### config.mk
export PLATFORM = sky130hd
export DESIGN_NAME = ex_muldiv
export DESIGN_NICKNAME = d
export VERILOG_FILES = /design/src/rtl/ex_muldiv_pkg.sv /design/src/rtl/ex_muldiv_div.sv /design/src/rtl/ex_muldiv.sv
export SDC_FILE = /design/constraint.sdc
export NUM_CORES = 1
export LEC_CHECK = 0
export ABC_AREA = 1
export BUFFER_PORTS_ARGS = -buffer_cell sky130_fd_sc_hd__buf_4
export CELL_PAD_IN_SITES_DETAIL_PLACEMENT = 1
export CELL_PAD_IN_SITES_GLOBAL_PLACEMENT = 2
export CORE_MARGIN = 1
export CORE_UTILIZATION = 30
export DETAILED_ROUTE_END_ITERATION = 8
export GPL_ROUTABILITY_DRIVEN = 0
export GPL_TIMING_DRIVEN = 0
export PLACE_DENSITY = 0.85
export SETUP_SLACK_MARGIN = 0.15
export SLEW_MARGIN = 20
export SYNTH_ARGS = -nofsm -noshare
export SYNTH_HDL_FRONTEND = slang
export SYNTH_SLANG_ARGS = --single-unit
### constraint.sdc
create_clock -name clk -period 4.3 [get_ports clk]
set_clock_uncertainty 0.15 [all_clocks]
set_input_delay 0.43 -clock clk [delete_from_list [all_inputs] [get_ports clk]]
set_output_delay 0.43 -clock clk [all_outputs]
set_load 0.01 [all_outputs]
### src/rtl/ex_muldiv_pkg.sv
// Shared types and constants for the EX-stage M-extension multiply/divide unit.
package ex_muldiv_pkg;

  localparam int unsigned XLEN  = 32;
  localparam int unsigned CNT_W = 5;
  localparam logic [6:0]  FUNCT7_MULDIV = 7'b0000001;

  typedef enum logic [2:0] {
    OP_MUL    = 3'b000,
    OP_MULH   = 3'b001,
    OP_MULHSU = 3'b010,
    OP_MULHU  = 3'b011,
    OP_DIV    = 3'b100,
    OP_DIVU   = 3'b101,
    OP_REM    = 3'b110,
    OP_REMU   = 3'b111
  } muldiv_op_e;

  typedef enum logic [1:0] {
    IDLE = 2'd0,
    BUSY = 2'd1,
    DONE = 2'd2
  } state_e;

  // Two's-complement negate when neg is set (magnitude extraction and sign fix-up).
  function automatic logic [XLEN-1:0] neg_fix(input logic [XLEN-1:0] v, input logic neg);
    return neg ? XLEN'(-v) : v;
  endfunction

endpackage

### src/rtl/ex_muldiv_div.sv
// Iterative restoring divider on unsigned magnitudes, one quotient bit per step.
// Exposes the post-step quotient/remainder so the parent can register the final value.
module ex_muldiv_div
  import ex_muldiv_pkg::*;
(
  input  logic            clk,
  input  logic            rst,
  input  logic            load,
  input  logic            step,
  input  logic [XLEN-1:0] dividend,
  input  logic [XLEN-1:0] divisor,
  output logic [XLEN-1:0] quo_nxt,
  output logic [XLEN-1:0] rem_nxt
);

  logic [XLEN-1:0] quo;
  logic [XLEN-1:0] rem;
  logic [XLEN-1:0] dvs;
  logic [XLEN:0]   shifted;
  logic [XLEN:0]   diff;

  // quo doubles as the dividend shift register; its MSB feeds the partial remainder.
  always_comb begin
    shifted = {rem, quo[XLEN-1]};
    diff    = shifted - {1'b0, dvs};
    if (diff[XLEN]) begin
      rem_nxt = shifted[XLEN-1:0];
      quo_nxt = {quo[XLEN-2:0], 1'b0};
    end else begin
      rem_nxt = diff[XLEN-1:0];
      quo_nxt = {quo[XLEN-2:0], 1'b1};
    end
  end

  always_ff @(posedge clk or posedge rst) begin
    if (rst) begin
      quo <= '0;
      rem <= '0;
      dvs <= '0;
    end else if (load) begin
      quo <= dividend;
      rem <= '0;
      dvs <= divisor;
    end else if (step) begin
      quo <= quo_nxt;
      rem <= rem_nxt;
    end
  end

endmodule

### src/rtl/ex_muldiv.sv
// EX-stage RV32M multiply/divide unit: 32-cycle shift-add multiplier plus FSM.
// Division hardware is present only when EX_MULDIV_DIV_EN is defined.
module ex_muldiv
  import ex_muldiv_pkg::*;
(
  input  logic            clk,
  input  logic            rst,
  input  logic            start,
  input  logic [2:0]      funct3_e,
  input  logic [XLEN-1:0] rs1_val,
  input  logic [XLEN-1:0] rs2_val,
  input  logic            flush,
  output logic            stall,
  output logic            done,
  output logic [XLEN-1:0] result
);

  state_e            state;
  logic [CNT_W-1:0]  count;
  logic [2:0]        op;
  logic              neg;
  logic [XLEN-1:0]   mcand;
  logic [2*XLEN-1:0] prod;

  logic              sgn_a, sgn_b, sa, sb, neg_in;
  logic [XLEN-1:0]   mag_a, mag_b;
  logic [XLEN:0]     mul_sum;
  logic [2*XLEN-1:0] prod_nxt, prod_fix;
  logic [XLEN-1:0]   mul_res, div_res, fin_res;
  logic              special;
  logic [XLEN-1:0]   special_res;

  // Operand sign decode and magnitudes at capture time.
  always_comb begin
    sgn_a  = (funct3_e != OP_MULHU) && (funct3_e != OP_DIVU) && (funct3_e != OP_REMU);
    sgn_b  = sgn_a && (funct3_e != OP_MULHSU);
    sa     = sgn_a & rs1_val[XLEN-1];
    sb     = sgn_b & rs2_val[XLEN-1];
    mag_a  = neg_fix(rs1_val, sa);
    mag_b  = neg_fix(rs2_val, sb);
    neg_in = (funct3_e == OP_REM) ? sa : (sa ^ sb);
  end

  // One shift-add step; prod holds {partial high, remaining multiplier bits}.
  always_comb begin
    mul_sum  = {1'b0, prod[2*XLEN-1:XLEN]} + (prod[0] ? {1'b0, mcand} : {(XLEN+1){1'b0}});
    prod_nxt = {mul_sum, prod[XLEN-1:1]};
    prod_fix = neg ? (2*XLEN)'(-prod_nxt) : prod_nxt;
    mul_res  = (op == OP_MUL) ? prod_fix[XLEN-1:0] : prod_fix[2*XLEN-1:XLEN];
    fin_res  = op[2] ? div_res : mul_res;
  end

`ifdef EX_MULDIV_DIV_EN
  logic            div_load, div_step, div_zero, div_ovf;
  logic [XLEN-1:0] quo_nxt, rem_nxt;

  assign div_load = (state == IDLE) & start & ~flush & funct3_e[2] & ~special;
  assign div_step = (state == BUSY) & ~flush & op[2];

  ex_muldiv_div u_div (
    .clk      (clk),
    .rst      (rst),
    .load     (div_load),
    .step     (div_step),
    .dividend (mag_a),
    .divisor  (mag_b),
    .quo_nxt  (quo_nxt),
    .rem_nxt  (rem_nxt)
  );

  assign div_res = op[1] ? neg_fix(rem_nxt, neg) : neg_fix(quo_nxt, neg);

  // Divide-by-zero and signed overflow bypass the iteration entirely.
  always_comb begin
    div_zero = (rs2_val == '0);
    div_ovf  = ~funct3_e[0] & (rs1_val == 32'h8000_0000) & (rs2_val == 32'hFFFF_FFFF);
    special  = funct3_e[2] & (div_zero | div_ovf);
    if (div_zero) special_res = funct3_e[1] ? rs1_val : 32'hFFFF_FFFF;
    else          special_res = funct3_e[1] ? 32'h0000_0000 : 32'h8000_0000;
  end
`else
  assign div_res     = '0;
  assign special     = funct3_e[2];
  assign special_res = '0;
`endif

  assign stall = ~rst & (((state == IDLE) & start & ~flush) | (state == BUSY));

  always_ff @(posedge clk or posedge rst) begin
    if (rst) begin
      state  <= IDLE;
      count  <= '0;
      op     <= '0;
      neg    <= 1'b0;
      mcand  <= '0;
      prod   <= '0;
      done   <= 1'b0;
      result <= '0;
    end else begin
      done   <= 1'b0;
      result <= '0;
      if (flush) begin
        state <= IDLE;
      end else begin
        case (state)
          IDLE: if (start) begin
            op    <= funct3_e;
            neg   <= neg_in;
            mcand <= mag_a;
            prod  <= {{XLEN{1'b0}}, mag_b};
            count <= '0;
            if (special) begin
              state  <= DONE;
              done   <= 1'b1;
              result <= special_res;
            end else begin
              state <= BUSY;
            end
          end
          BUSY: begin
            prod  <= prod_nxt;
            count <= count + CNT_W'(1);
            if (count == CNT_W'(XLEN-1)) begin
              state  <= DONE;
              done   <= 1'b1;
              result <= fin_res;
            end
          end
          default: state <= IDLE;
        endcase
      end
    end
  end

endmodule

Yosys cells after proc, flatten, opt, wreduce, memory -nomap -nowiden
Index checks and enable logic that the tools add are counted.
{ "word_totals": {"ff_bits": 140, "input_bits": 71, "output_inout_bits": 34, "elab_cells": 65} }
{ "classes": {"n_addsub": 5, "n_eq_ne": 10, "mux": 24, "bitwise_logic": 9, "reduce_logical": 9} }
{ "ops": {"columns": ["cell", "n"], "rows": [
  ["two-way mux 32 bit", 8],
  ["two-way mux 64 bit", 2],
  ["one-hot mux 64 bit (2 select lines)", 1],
  ["negation 32 bit", 2],
  ["negation 64 bit", 1],
  ["adder 32 x 32 -> 33 bit", 1],
  ["one-hot mux 5 bit (2 select lines)", 1],
  ["!= test 3 x 2 -> 1 bit, second input constant", 3],
  ["!= test 3 bit, second input constant", 3],
  ["two-way mux 2 bit", 4],
  ["AND reduction 3 bit", 2],
  ["adder 5 x 1 -> 5 bit, second input constant", 1],
  ["AND 1 bit", 5],
  ["== test 5 bit, second input constant", 1],
  ["two-way mux 1 bit", 5],
  ["two-way mux 5 bit", 1],
  ["one-hot mux 2 bit (2 select lines)", 1],
  ["== test 3 bit, second input constant", 1],
  ["logical AND 1 bit", 3],
  ["zero test 3 bit", 1],
  ["== test 2 x 1 -> 1 bit, second input constant", 1],
  ["zero test 2 bit", 1],
  ["!= test 2 bit, second input constant", 1],
  ["NOT 1 bit", 2],
  ["other kinds (5)", 5]
]} }

Logic depth before layout (Yosys ltp)
Gate-level depths: netlist of run 1.
{ "logic_depth": {"word_depth": 9, "ltp_mapped": 26, "depth_no_buf": 24} }

Worst setup path after synthesis of run 1
Ideal clock, no wire load.
{ "synth_path": {"path_kind": "flip-flop to flip-flop", "start": "register prod[0]", "end": "register result[27]", "setup_time_ps": 113, "t_arrival_ps": 2793, "required_time_ps": 4037, "setup_slack_ps": 1244, "stages_incl_launch_ff": 21, "path_buffers": 2, "synth_period_minus_slack_ps": 3056, "cell_sequence": "dfrtp_1 > clkbuf_1 > clkbuf_1 > nand2_1 > inv_1 > ha_1 > fa_1 > nor4_1 > nand2_1 > nor2_1 > nand2_2 > nor2_2 > nand2_1 > nor2_2 > nand2_1 > nand2_2 > nand2_1 > nand2_1 > nand3_1 > nand2_1 > inv_1"} }
{ "synth_via": {"elab_chain_len": 9} }
{ "synth_lines": {"columns": ["item", "line", "rtl"], "rows": [
  ["start: declaration", "ex_muldiv.sv:23", "logic [2*XLEN-1:0] prod;"],
  ["start signal: assignment", "ex_muldiv.sv:110", "prod <= {{XLEN{1'b0}}, mag_b};"],
  ["start signal: assignment", "ex_muldiv.sv:121", "prod <= prod_nxt;"],
  ["two-way mux 32 bit *", "ex_muldiv.sv:46", "mul_sum = {1'b0, prod[2*XLEN-1:XLEN]} + (prod[0] ? {1'b0, mcand} : {(XLEN+1){1'b0}});"],
  ["adder 32 x 32 -> 33 bit *", "ex_muldiv.sv:46", null],
  ["negation 64 bit", "ex_muldiv.sv:48", "prod_fix = neg ? (2*XLEN)'(-prod_nxt) : prod_nxt;"],
  ["two-way mux 64 bit *", "ex_muldiv.sv:48", null],
  ["two-way mux 32 bit *", "ex_muldiv.sv:49", "mul_res = (op == OP_MUL) ? prod_fix[XLEN-1:0] : prod_fix[2*XLEN-1:XLEN];"],
  ["two-way mux 32 bit *", "ex_muldiv.sv:50", "fin_res = op[2] ? div_res : mul_res;"],
  ["two-way mux 32 bit *", "ex_muldiv.sv:123", "if (count == CNT_W'(XLEN-1)) begin"],
  ["two-way mux 32 bit *", null, null],
  ["two-way mux 32 bit *", "ex_muldiv.sv:102", "if (flush) begin"],
  ["end signal: assignment", "ex_muldiv.sv:115", "result <= special_res;"],
  ["end signal: assignment", "ex_muldiv.sv:126", "result <= fin_res;"],
  ["end: declaration", "ex_muldiv.sv:15", "output logic [XLEN-1:0] result"]
]} }
Every way passes the cells marked *; elsewhere a longest branch is shown, timed or not.
A chain may end at the register's enable or synchronous reset.

Worst setup path after layout of run 1
{ "layout_path": {"start": "register prod[0]", "end": "register result[26]"} }
The elaborated chain is that of the path after synthesis.

==> results.md, run 1 <==
CTS:
- After clock tree synthesis, the setup repair step added 0 buffers.
- The clock latency on the worst-skew pair is ~450 ps.
- TritonCTS built the clock tree.
- TritonCTS created 17 clock buffers.
- After clock tree synthesis, the clock-pin slew on the worst setup and hold paths is ~60 ps.
- The maximum level of the CTS H-tree is 4.
- For this design, the sink count on the clock tree is between 100 and 150.
- The tree is rooted in a sky130_fd_sc_hd__clkbuf_16.
- The clock passes through at most 2 buffers.

Global route:
- The number of antenna violations at the first check in global routing is 0.
- The wire length of the first global-routing pass is between 70 and 80 mm.
- The maximum number of pins on one net before global-route repair is 34.
- The via count of the first global-routing pass was 13400.
- The total global routing overflow is 0.
- The total global routing track utilization is 23.8%.

Run status:
- The flow ran to the end, and the final reports show no timing, DRC or antenna violations.

Placement:
- The cell area after placement is about 13000 sq um.
- Once detailed placement completed, the half-perimeter wirelength came to 39.2 mm.
- Buffers placed on the I/O ports in this run total approximately 100.

Cells and area:
- The most frequent standard cell in the layout excluding fill and tap cells is sky130_fd_sc_hd__nand2_1.
- After the last flow step, the layout net total stands at between 2000 and 2500.
- Cells with a size suffix above 1 make up between 10% and 20% of the layout.
- The finished cells cover between 10000 and 15000 sq um.
- Leaving out fill and tap cells, the most frequent cells in the layout are sky130_fd_sc_hd__nand2_1 (601), sky130_fd_sc_hd__inv_1 (282), sky130_fd_sc_hd__nor2_1 (177), sky130_fd_sc_hd__dfrtp_1 (140), sky130_fd_sc_hd__nand3_1 (129).
- Compared with the post-synthesis result, the final layout area differs by 18.0%.
- The total inserted antenna cells is 0.

Critical path:
- The highest cell delay on the worst timing path is between 400 and 500 ps.
- The cell type of the slowest stage on the worst timing path is sky130_fd_sc_hd__fa_2.
- The cell that appears most often on the critical path is sky130_fd_sc_hd__nand2_1.
- The element type at the critical path start is a register.
- Of all nets on the critical path, the largest fanout is 10.
- Walking the worst path, the cells encountered are clkbuf_2, clkbuf_2, nand2_1, inv_1, ha_1, fa_2, nand3_1, nand3_1, nand2_1, nand2_1, nand2_1, nand2_1, nand2_1, nand3b_1, nand2_2, nand2_1, nor2_1, nand2_1, nand2_1, nand2_1, nand2_1, nand3_1, nand2_1, inv_1.
- The type of the setup path with the least slack is register to register.
- The element type at the critical path end is a register.
- The required time at the worst-slack endpoint is between 4000 and 5000 ps.
- Data arrives at the worst endpoint at slightly below 4000 ps.

Floorplanning:
- In this run the count of I/O pins placed on the die edge is 105.
- The row count is 72.
- The initial cell density of the core is a little under a third.
- The die footprint is about 40000 sq um.
- The die width is 201 um.
- The die span in y is about 200 um.
- The placeable core region is 38800 sq um.

Yosys:
- In the synthesized netlist the async set-or-reset flop fraction comes to 100%.
- During synthesis, Yosys emitted a total of 0 warnings.
- The synthesized area per cell is between 6 and 7 sq um.
- The number of distinct library cells after synthesis is 46.
- The combined area of all synthesized cells is about 12000 sq um.
- The number of nets in the synthesized netlist is between 2000 and 2500.
- The count of mapped cells out of synthesis is between 1500 and 2000.
- The fraction of post-synthesis cell area in the top cell type by area is between 20% and 30%.
- The cell accounting for the most synthesized area is sky130_fd_sc_hd__dfrtp_1.
- The share of the yosys chip area belonging to registers is between 20% and 30%.
- Among all flip-flop cells after synthesis, the most frequent one is sky130_fd_sc_hd__dfrtp_1.
- In the post-synthesis netlist, the biggest area contributors are sky130_fd_sc_hd__dfrtp_1 (29%), sky130_fd_sc_hd__nand2_1 (19%), sky130_fd_sc_hd__inv_1 (8.9%), sky130_fd_sc_hd__nor2_1 (5.6%), sky130_fd_sc_hd__nand3_1 (5.4%).
- In this run, synthesis produced a sequential element count of 140.
- The synthesized design contains 0 enable-type register cells.

STA:
- Hold is met by around 77 ps.
- The smallest clock period supported by the final layout is computed as approximately 3800 ps.
- Setup repair after global routing left no endpoint under its margin.
- The final worst-path cycle share is between 80% and 90%.
- The post-route setup TNS is 0 ps.
- The number of pins exceeding their max-slew limit in the final report is 0.
- The actual transition at the worst max-transition pin is between 1000 and 1500 ps.
- Static timing analysis puts the maximum clock frequency at approximately 0.27 GHz.
- The worst-case headroom to the max-slew limit is a little under a third.
- The final count of hold timing violations was 0.
- The count of endpoints failing setup in the final report is 0.

Route:
- After detailed routing, the number of vias per cell comes to 5.01.
- The first TritonRoute pass finished after 5 iterations.
- The final route contains ~13000 vias.
- After detailed routing, the number of remaining DRC violations is 0.
- The residual antenna-violating net count after detailed routing is 0.
- The routed wire length is around 47 mm.
- The detailed router finished its first iteration with between 700 and 800 violations.
- The per-cell routed wire length is 18.3 um.

Power and ir drop:
- VDD sags by at most approximately 0.27 mV.
- The total power per unit cell area is about 430 nW/um^2.
- For this design the static power due to leakage is between 7 and 8 nW.
- The total power after layout is 6.04 mW.

Hold path:
- The worst hold-check path type is primary input to register.

Run:
- The max-cap violation count is 0.
==> cell families (layout without fill, tap and decap cells) <==
group,Yosys count,in the layout,synth area share (%)
DFF,140,140,29.5
buffers and inverters,353,494,11.3
and+or+nand+nor,1056,1056,38.6
xor gates and xnor gates,44,44,3.24
AOI/OAI and AO/OA,274,274,13.4
adders and majority gates,38,38,4.06
==> layout make-up <==
| class | instances | area [sq um] |
|---|---|---|
| buffer | 52 | 214 |
| clock buffer | 21 | 460 |
| clock inverter | 10 | 140 |
| fill | 5113 | 24800 |
| inverter | 301 | 1130 |
| multi-input combinational | 1412 | 7050 |
| sequential | 140 | 3500 |
| tap | 518 | 648 |
| timing repair buffer | 110 | 876 |
==> metal layers <==
metal  part of all wire [%]  track usage [%]  vias up
met5                      0                0        -
met1                     48             32.1     6207
li1                       -                -     6334
met3                    3.6             3.08       68
met2                     45             38.3      242
met4                    3.2             9.24        0
==> Yosys cell counts (all sizes together) (6+ instances only) <==
cell    count
nand2     636
inv       294
nor2      197
nand3     141
dfrtp     140
o21ai     131
a21oi      74
clkbuf     40
xor2       38
ha         37
nor3       35
o221ai     26
nand4      18
nand3b     13
buf        12
o31ai      11
o211ai      8
clkinv      7
a31oi       6
o21bai      6
xnor2       6
==> metrics by stage <==
step / setup WS (ps) / utilization [%] / cells
final: 539 / 36.1 / 2564
after global routing: 246 / 36.1 / 2564
after CTS: 292 / 36.1 / 2564
after detailed placement: 326 / 34.5 / 2532
after global placement: 306 / 34.3 / 2527
after floorplan: 1240 / - / 1905
==> critical path: cells and delay by family, from the launching register on <==
kind	cells	cell delay [ps]
simple gates	18	2020
fa+ha+maj	2	650
buf+inv	4	480
flops	1	360
==> timing repair <==
action	CTS	global route
hold buffers	1	0
resized for setup	0	10
endpoints found under the setup margin	0	18
endpoints found under the hold margin	19	0
==> power breakdown <==
group | internal (mW) | switching, mW
registers | 1.53 | 0.220
logic | 0.819 | 1.92
clock network | 0.939 | 0.613
total | 3.29 | 2.75
==> worst paths after layout <==
check	slack (ps)	depth (start not counted)	startpoint	to
setup / recovery	540	24	prod[0]	result[26]
hold / removal	80	2	funct3_e[2]	state[0]
setup reg to reg	540	24	prod[0]	result[26]
hold reg to reg	340	2	mcand[24]	mcand[24]
max in group asynchronous	2760	5	rst	result[21]
min in group asynchronous	440	3	rst	done
==> flip-flops by register name, indices dropped and copies added (netlist names) <==
name / cells
state: 2
op: 3
count: 5
result: 32
neg: 1
done: 1
mcand: 32
prod: 64
Power figures use the tool's default switching activity.
==> run 2: changes to the inputs <==
- CORE_MARGIN: 1 -> 8
==> results.md, run 2 (synthesis gave the netlist of run 1 again) <==
Global route:
- The maximum number of pins on one net before global-route repair is 32 (-5.9%).
- The via count of the first global-routing pass was 13300 (-0.81%).
- The total global routing overflow came to 0 (unchanged).
- The total global routing track utilization is 20.3% (-3.4 points).
- The wire length of the first global-routing pass was 74.5 mm (+0.24%).
- The number of antenna violations at the first check in global routing is 0 (unchanged).

Route:
- The residual antenna-violating net count after detailed routing is 0 (unchanged).
- The per-cell via count in the routed design is 4.96 (-1.1%).
- The overall via count from detail_route was 12800 (-0.76%).
- The starting DRC count in detailed routing is 741 (-3.5%).
- The routed wire length on met2 is 21.3 mm (+1.1%).
- The first-pass iteration count of the detailed router is 5 (unchanged).
- The highest layer used for signal routing is met4.
- The number of design rule violations left after detail routing is 0 (unchanged).
- The wire length on met1 came to 22.8 mm (+0.45%).
- The per-cell routed wire length came to 18.4 um (+0.32%).
- The routed wire length is 47.3 mm (+0.63%).
- The sum of met3 wire segment lengths after detailed routing came to 1.69 mm (+0.77%).

STA:
- The count of endpoints failing setup in the final report came to 0 (unchanged).
- The actual transition at the worst max-transition pin is 1270 ps (+238 ps).
- The highest clock rate is 0.265 GHz (-0.32%).
- The post-route setup TNS is 0 ps (unchanged).
- The final worst-path cycle share was 87.7% (+0.28 points).
- The least setup slack across all paths after layout is 527 ps (-11.9 ps).
- The clock period minus final worst setup slack is 3770 ps (+11.9 ps).
- The number of pins exceeding their max-slew limit in the final report is 0 (unchanged).
- The final count of hold timing violations is 0 (unchanged).
- Setup repair after global routing left no endpoint under its margin.
- The worst-case headroom to the max-slew limit is 15.0% (-16 points).

CTS:
- The clock buffer count from CTS is 17 (unchanged).
- The number of clock sinks is 140 (unchanged).
- The clock slew at the register clock pins of the worst setup and hold paths is 70 ps (about the same).
- The clock latency on the worst-skew pair is 460 ps (about the same).
- The tree is rooted in a sky130_fd_sc_hd__clkbuf_16.
- TritonCTS built the clock tree.
- The number of post-CTS setup repair buffers is 0 (unchanged).
- The largest buffer count on any clock path came to 2 (unchanged).
- The maximum level of the CTS H-tree is 4 (unchanged).

Critical path:
- The critical path in this run is classified as register to register.
- The worst reg-to-reg path cell count came to 24 (unchanged).
- The required time at the worst-slack endpoint came to 4490 ps (about the same).
- The most critical setup path has its startpoint at prod[0].
- The highest fanout seen on the critical path is 10 (unchanged).
- The worst register-to-register path ends at result[26].
- The critical path data arrival time is 3960 ps (+20 ps).
- STA classifies the critical path endpoint as a register.
- Following the worst setup path forward leads to its endpoint at result[26].
- STA classifies the critical path startpoint as a register.
- The startpoint of the lowest-slack register-to-register path is prod[0].
- The register-to-register setup slack was 530 ps (about the same).

Cells and area:
- The number of flip-flops under the largest register name is 64 (unchanged).
- The library cells used most frequently in the layout, excluding fill and tap cells, are sky130_fd_sc_hd__nand2_1 (601), sky130_fd_sc_hd__inv_1 (282), sky130_fd_sc_hd__nor2_1 (177), sky130_fd_sc_hd__dfrtp_1 (140), sky130_fd_sc_hd__nand3_1 (129).
- The most flop-heavy register is prod.
- The number of fill cells is 5232 (+2.3%).
- The final cell count without fillers is 2572 (+0.31%).
- The most frequent standard cell in the layout excluding fill and tap cells is sky130_fd_sc_hd__nand2_1.
- In the final layout, the registers with the most flip-flops are prod: 64 flops, mcand: 32 flops, result: 32 flops.
- The total area of sequential cells is 3500 sq um (unchanged).
- The share of layout cells above drive strength 1 is 12.1% (+0.092 points).
- The area of the multi-input gates is 7050 sq um (unchanged).
- The net total in the final layout is 2143 (unchanged).
- The layout overhead on the synthesized area is 18.0% (about the same).
- The total inserted antenna cells is 0 (unchanged).

Placement:
- The worst setup slack after placement is 336 ps (+9.88 ps).
- The final HPWL from detailed placement is 39.4 mm (+0.52%).
- The total instance count after detailed placement is 2539 (+0.28%).
- The quantity of I/O buffers inserted on ports is 104 (unchanged).

Floorplanning:
- The row count is 73 (+1.4%).
- The die footprint was 46200 sq um (+14%).
- The top-level port count is 105 (unchanged).
- The initial cell density of the core is 30.1% (-0.49 points).
- The placeable core region is 39500 sq um (+1.6%).
- The die span in y was 215 um (+7.0%).
- The die width came to 215 um (+7.0%).

Power and ir drop:
- The total power per unit cell area was 427 nW/um^2 (-0.76%).
- The total power after layout is 5.99 mW (-0.81%).
- The standby leakage power is 7.58 nW (-0.16%).
- The maximum vdd drop is 0.186 mV (-32%).

Run:
- The max-cap violation count was 0 (unchanged).

Hold path:
- The worst hold-check path type is primary input to register.
- The number of cells on the worst hold path is 2 (unchanged).

Run status:
- The flow ran to the end, and the final reports show no timing, DRC or antenna violations.
==> run 2: worst min-delay path by stage <==
stage | slack (ps) | start | to
6_report | 80 | funct3_e[2] | state[0]
5_1_grt | 60 | funct3_e[2] | state[0]
2_1_floorplan | 300 | mcand[2] | mcand[2]
4_1_cts | 50 | funct3_e[2] | state[0]
3_5_place_dp | 320 | mcand[31] | mcand[31]
3_3_place_gp | 320 | mcand[2] | mcand[2]
==> run 2: worst max-delay path, cell delays in order, from the launching register on <==
cell and delay, ps:
sky130_fd_sc_hd__dfrtp_1 360, sky130_fd_sc_hd__clkbuf_2 180, sky130_fd_sc_hd__clkbuf_2 210, sky130_fd_sc_hd__nand2_1 90, sky130_fd_sc_hd__inv_1 50, sky130_fd_sc_hd__ha_1 240
sky130_fd_sc_hd__fa_2 410, sky130_fd_sc_hd__nand3_1 110, sky130_fd_sc_hd__nand3_1 170, sky130_fd_sc_hd__nand2_1 130, sky130_fd_sc_hd__nand2_1 120, sky130_fd_sc_hd__nand2_1 120
sky130_fd_sc_hd__nand2_1 100, sky130_fd_sc_hd__nand2_1 120, sky130_fd_sc_hd__nand3b_1 170, sky130_fd_sc_hd__nand2_2 150, sky130_fd_sc_hd__nand2_1 120, sky130_fd_sc_hd__nor2_2 150
sky130_fd_sc_hd__nand2_1 60, sky130_fd_sc_hd__nand2_1 70, sky130_fd_sc_hd__nand2_1 60, sky130_fd_sc_hd__nand2_1 60, sky130_fd_sc_hd__nand3_1 90, sky130_fd_sc_hd__nand2_1 110
sky130_fd_sc_hd__inv_1 50
==> run 2: power by group <==
part	switching, mW	internal (mW)
sequential	0.224	1.53
clock	0.665	0.861
combinational	1.89	0.818
==> run 2: stage by stage <==
| stage | hold slack (ps) | instance area, sq um | util (%) |
|---|---|---|---|
| after floorplan | 299 | 11900 | - |
| after global placement | 318 | 13300 | 33.8 |
| after detailed placement | 320 | 13400 | 34.0 |
| after CTS | 53.6 | 14000 | 35.5 |
| after global routing | 60.8 | 14000 | 35.5 |
| final | 76.0 | 14000 | 35.5 |
==> run 2: final cells by class <==
type                    count  area share [%]
flip-flops and latches    140            25.0
well taps                 525            4.68
inverters                 301            8.08
clock buffers              17            3.03
multi-input cells        1412            50.3
repair buffers            110            6.25
plain buffers              52            1.52
clock inverters            15            1.15
==> run 2: metal layers <==
metal / track usage (%) / vias up
met5: 0 / -
met4: 7.72 / 0
met3: 3.09 / 61
met2: 32.7 / 225
met1: 27.2 / 6149
li1: - / 6318
==> run 2: what timing repair did <==
action / in CTS / in global routing
endpoints found under the hold margin: 23 / 0
hold buffers: 1 / 0
resized for setup: 0 / 8
setup endpoints to repair: 0 / 18
